### config.mk
export PLATFORM = sky130hd
export DESIGN_NAME = dual_branch_predictor
export DESIGN_NICKNAME = d
export VERILOG_FILES = /design/src/rtl/dual_branch_predictor_pkg.sv /design/src/rtl/dual_branch_predictor_bht_entry_update.sv /design/src/rtl/dual_branch_predictor.sv
export SDC_FILE = /design/constraint.sdc
export NUM_CORES = 1
export LEC_CHECK = 0
export ABC_AREA = 1
export CORE_MARGIN = 1
export CORE_UTILIZATION = 30
export CTS_CLUSTER_SIZE = 25
export DETAILED_ROUTE_END_ITERATION = 8
export PLACE_DENSITY = 0.55
export SKIP_LAST_GASP = 1
export SLEW_MARGIN = 20
export SYNTH_ARGS = -nofsm -noshare
export SYNTH_HDL_FRONTEND = slang
export SYNTH_SLANG_ARGS = --single-unit
### constraint.sdc
create_clock -name clk -period 1.8 [get_ports clk]
set_input_delay 0.36 -clock clk [delete_from_list [all_inputs] [get_ports clk]]
set_output_delay 0.36 -clock clk [all_outputs]
set_load 0.02 [all_outputs]
### src/rtl/dual_branch_predictor_pkg.sv
// dual_branch_predictor_pkg: shared widths, counter encodings and saturating update
package dual_branch_predictor_pkg;
  localparam int PC_W = 8;
  typedef enum logic [1:0] {SNT = 2'b00, WNT = 2'b01, WT = 2'b10, ST = 2'b11} bht_cnt_e;
  localparam logic [1:0] CNT_RST = WNT;
  function automatic logic [1:0] sat_update(input logic [1:0] c, input logic taken);
    return taken ? ((c == ST) ? c : c + 2'd1) : ((c == SNT) ? c : c - 2'd1);
  endfunction
endpackage

### src/rtl/dual_branch_predictor_bht_entry_update.sv
// bht_entry_update: next value of one 2-bit counter after up to two ordered outcomes
module bht_entry_update (
  input  logic [1:0] cnt_in,
  input  logic       en1,
  input  logic       taken1,
  input  logic       en2,
  input  logic       taken2,
  output logic [1:0] cnt_out
);
  import dual_branch_predictor_pkg::*;
  logic [1:0] mid;
  // Slot 1 is applied first, then slot 2 sees slot 1's result
  always_comb begin
    mid = en1 ? sat_update(cnt_in, taken1) : cnt_in;
    cnt_out = en2 ? sat_update(mid, taken2) : mid;
  end
endmodule

### src/rtl/dual_branch_predictor.sv
// dual_branch_predictor: dual-port BHT + tagged BTB with misprediction statistics
module dual_branch_predictor #(
  parameter int PC_W     = dual_branch_predictor_pkg::PC_W,
  parameter int IDX_BITS = 4,
  parameter int CNT_W    = 16
) (
  input  logic             clk,
  input  logic             reset,
  input  logic [PC_W-1:0]  PCF1,
  input  logic [PC_W-1:0]  PCF2,
  output logic             PredictionF1,
  output logic             PredictionF2,
  output logic [PC_W-1:0]  PredictedPCF1,
  output logic [PC_W-1:0]  PredictedPCF2,
  input  logic             BranchE1,
  input  logic             BranchE2,
  input  logic             branch_taken1,
  input  logic             branch_taken2,
  input  logic             PredictionE1,
  input  logic             PredictionE2,
  input  logic [PC_W-1:0]  PCE1,
  input  logic [PC_W-1:0]  PCE2,
  input  logic [PC_W-1:0]  branchAdderResultE1,
  input  logic [PC_W-1:0]  branchAdderResultE2,
  output logic [CNT_W-1:0] MispredictCount
);
  import dual_branch_predictor_pkg::*;
  localparam int N = 1 << IDX_BITS;
  localparam int TAG_W = PC_W - IDX_BITS;
  logic [N-1:0][1:0]       cnt_q, cnt_d;
  logic [N-1:0]            valid_q, valid_d;
  logic [N-1:0][TAG_W-1:0] tag_q, tag_d;
  logic [N-1:0][PC_W-1:0]  tgt_q, tgt_d;
  logic [CNT_W-1:0]        mcnt_q, mcnt_d;
  logic [CNT_W:0]          mcnt_sum;
  logic [IDX_BITS-1:0]     idx_e1, idx_e2, idx_f1, idx_f2;
  logic                    upd1, upd2, mis1, mis2;
  assign idx_e1 = PCE1[IDX_BITS-1:0];
  assign idx_e2 = PCE2[IDX_BITS-1:0];
  assign idx_f1 = PCF1[IDX_BITS-1:0];
  assign idx_f2 = PCF2[IDX_BITS-1:0];
  // A slot-1 mispredict makes slot 2 wrong-path, so its update is squashed
  assign upd1 = BranchE1;
  assign mis1 = upd1 && (branch_taken1 != PredictionE1);
  assign upd2 = BranchE2 && !mis1;
  assign mis2 = upd2 && (branch_taken2 != PredictionE2);
  for (genvar i = 0; i < N; i++) begin : g_bht
    bht_entry_update u_upd (
      .cnt_in  (cnt_q[i]),
      .en1     (upd1 && idx_e1 == IDX_BITS'(i)),
      .taken1  (branch_taken1),
      .en2     (upd2 && idx_e2 == IDX_BITS'(i)),
      .taken2  (branch_taken2),
      .cnt_out (cnt_d[i])
    );
  end
  // BTB writes on taken only; slot 2 is written last so it wins on a shared index
  always_comb begin
    valid_d = valid_q;
    tag_d = tag_q;
    tgt_d = tgt_q;
    if (upd1 && branch_taken1) begin
      valid_d[idx_e1] = 1'b1;
      tag_d[idx_e1] = PCE1[PC_W-1:IDX_BITS];
      tgt_d[idx_e1] = branchAdderResultE1;
    end
    if (upd2 && branch_taken2) begin
      valid_d[idx_e2] = 1'b1;
      tag_d[idx_e2] = PCE2[PC_W-1:IDX_BITS];
      tgt_d[idx_e2] = branchAdderResultE2;
    end
  end
  // Misprediction statistics saturate at all-ones instead of wrapping
  always_comb begin
    mcnt_sum = {1'b0, mcnt_q} + (CNT_W+1)'(mis1) + (CNT_W+1)'(mis2);
    mcnt_d = mcnt_sum[CNT_W] ? '1 : mcnt_sum[CNT_W-1:0];
  end
  // Lookups read pre-edge state only; a tag miss forces not-taken
  always_comb begin
    PredictionF1 = valid_q[idx_f1] && (tag_q[idx_f1] == PCF1[PC_W-1:IDX_BITS]) && cnt_q[idx_f1][1];
    PredictionF2 = valid_q[idx_f2] && (tag_q[idx_f2] == PCF2[PC_W-1:IDX_BITS]) && cnt_q[idx_f2][1];
    PredictedPCF1 = PredictionF1 ? tgt_q[idx_f1] : PCF1 + PC_W'(1);
    PredictedPCF2 = PredictionF2 ? tgt_q[idx_f2] : PCF2 + PC_W'(1);
  end
  assign MispredictCount = mcnt_q;
  // State registers, cleared asynchronously while reset is low
  always_ff @(posedge clk or negedge reset) begin
    if (!reset) begin
      cnt_q <= {N{CNT_RST}};
      valid_q <= '0;
      tag_q <= '0;
      tgt_q <= '0;
      mcnt_q <= '0;
    end else begin
      cnt_q <= cnt_d;
      valid_q <= valid_d;
      tag_q <= tag_d;
      tgt_q <= tgt_d;
      mcnt_q <= mcnt_d;
    end
  end
endmodule
==> results.ini <==
[sta]
slew_violations=0
hold_violations=0
timing.hold.ws_ns=0.295
timing.fmax_mhz=350
tns_ns=-18.43
rsz0062_at_grt=yes
finalCriticalPeriod_ns=2.85
maxSlewHeadroom_pct=54.2
fin_ws_ns=-1.05
clock_skew_ns=0.00367
min_period_over_period_pct=159
setup_viol=34
worstMarginPinSlew_ns=0.686

[layout]
final_layout_size_suffix_gt1_share_pct=22.9
mostFrequentLayoutCells=718 x nand2_1, 466 x o21ai_0, 268 x buf_4
seq_area_sq_um=6430
layout.nets=3067
final_area_sq_um=24200
nFillCells=6122
layout_commonest_cell=nand2_1
fin_util_pct=40.8
multi_input_area_sq_um=10400
area_growth_pct=33.6

[floorplanning]
die_h_um=248
die_area_sq_um=61400
start_util_pct=30.5
io_pins=90
die_w_um=248
rows=89
fp.coreArea_sq_um=59400

[critical_path]
cp.required_ns=1.44
cp_max_fo=9
end_kind=output port
reg2reg_slack_ns=-0.11
startpoint_type=input pin
worst-setup-path-type=input pin to output port
critical_path_arrival_ns=2.49

[global_routing]
grt_pass1_vias=18746
grt.total_usage_pct=23.7
grt_antenna_before_repair=0
grt_overflow=0
grt_max_degree=65
grt_pass1_wl_mm=112

[clocking]
tritoncts=built
clk_latency_ns=0.54
ctsHtreeMaxLevel=2
root_buffer=clkbuf_16
clkTransAtPathRegs_ns=0.06
cts_sinks=256
numCtsBuffers=34
cts_buffer_depth=3

[pwr]
p_per_area_nw_per_um2=967
leakage_nw=11.4
ir_drop_mv=0.548
sw_frac_of_total_pct=36.5
switching_power_w=0.00855
clkPwrFrac_pct=30.4
p_int_w=0.0149
pwr-share-comb_pct=34.0
seq_power_share_pct=35.6

[synth]
syn-num-nets=2786
yosysUniqueCellTypes=43
yosys_warnings=0
postSynthCellCount=2726
syn-cell-area_sq_um=18100
ys_ff_latch=256
yosysSeqAreaShare_pct=35.5
avgSynthCellArea_sq_um=6.64

[detailed_routing]
vias_per_cell=5.19
dr_total_vias=19758
drt_iter0_drc=1874
dr.pass1.iters=7
wl_per_cell_um=19.1
ant_nets=0
wl_mm=72.6
drc=8

[placement]
place.gp.congestion=0.928
portBuffers=89
dp_hpwl_mm=50.6
pre_cts_ws_ns=-1.61
place_area_sq_um=22200

[hold_path]
hp-class=input pin to asynchronous set/reset pin

[job]
maxCapViolations=0

[run_status]
violations=design-rule violations, negative setup slack
outcome=finished, violations left

[synth_stat cells, drive strengths merged]
cell / instances / area share [%]
o22ai: 3 / 0.10
o21ai: 621 / 17
nand4: 14 / 0.55
inv: 249 / 5.3
nor4: 2 / 0.069
clkbuf: 67 / 1.4
dfstp: 16 / 2.3
nor3b: 1 / 0.069
nand3b: 5 / 0.21
nor3: 11 / 0.50
a21oi: 103 / 2.8
nand3: 217 / 6.5
buf: 115 / 4.3
o211ai: 60 / 2.5
a31oi: 12 / 0.41
fa: 1 / 0.11
dfrtp: 240 / 33
xor2: 17 / 0.82
or2: 1 / 0.035
nand2: 796 / 17
ha: 3 / 0.21
nor2: 168 / 4.4
o21a: 1 / 0.041
xnor2: 3 / 0.15
[cell families after synthesis]
family,Yosys count,share of synthesized area [%]
fa+ha+maj,4,0.318
xor+xnor,20,0.967
flops,256,35.5
buf+inv,431,11.0
compound gates,800,23.1
simple gates,1215,29.1
[final timing paths]
check	start	endpoint	cells past startpoint
setup / recovery	PCF1[2]	PredictedPCF1[2]	12
setup reg to reg	MispredictCount[0]$_DFF_PN0_	MispredictCount[10]$_DFF_PN0_	11
hold reg to reg	valid_q[3]$_DFF_PN0_	valid_q[3]$_DFF_PN0_	1
min in group clk	valid_q[3]$_DFF_PN0_	valid_q[3]$_DFF_PN0_	1
max in group asynchronous	reset	cnt_q[28]$_DFF_PN1_	3
hold / removal	reset	MispredictCount[6]$_DFF_PN0_	2
[per-stage QoR]
step | cells | total power (W)
finish | 3809 | 0.0234
global route | 3806 | 0.0249
CTS | 3796 | 0.0232
detailed placement | 3707 | 0.0159
global placement | 3707 | 0.0156
floorplan | 2726 | 0.0129
[layer usage]
layer / GRT usage (%) / part of all wire (%) / vias to the layer above
li1: - / - / 9558
met4: 6.46 / 2.7 / 0
met2: 38.9 / 46 / 707
met1: 32.4 / 44 / 9383
met5: 0 / 0 / -
met3: 3.63 / 6.7 / 110
[flip-flops by register name, summed over array words and instances (netlist names)]
register	flops
MispredictCount	16
cnt_q	32
tag_q	64
tgt_q	128
valid_q	16
[power groups by stage]
stage,Sequential (W),Clock (W),Combinational [W]
2_1_floorplan,0.00823,0,0.00464
3_3_place_gp,0.00828,0,0.00732
3_5_place_dp,0.00835,0,0.00751
4_1_cts,0.00827,0.00726,0.00770
5_1_grt,0.00850,0.00748,0.00893
6_report,0.00833,0.00712,0.00796
[what timing repair did]
item                       CTS  global route
gates resized for setup    196           101
setup endpoints to repair   74           259
pin swaps                   50            57
hold buffers                 1             0
hold endpoints to repair    26             0
setup buffers               19            15
cloned                       7             0
[worst max-delay path: stages]
cell and delay, ns:
clkdlybuf4s50_1 0.46, buf_4 0.18, clkinvlp_4 0.20, nand3_1 0.14, nand3_1 0.14, nand3_1 0.16, nand2_2 0.09, nor2_4 0.20
nand3_4 0.21, nand2_4 0.13, nand2_4 0.07, buf_6 0.13
[cell type report]
type / count / share of cell area (%)
well taps: 773 / 4.00
flip-flops and latches: 256 / 26.6
repair buffers: 423 / 17.4
repair inverters: 1 / 0.0259
clock buffers: 47 / 4.05
clock inverters: 15 / 0.729
diodes: 3 / 0.0310
inverters: 249 / 4.08
multi-input cells: 2042 / 43.2
(Power assumes the default switching activity.)
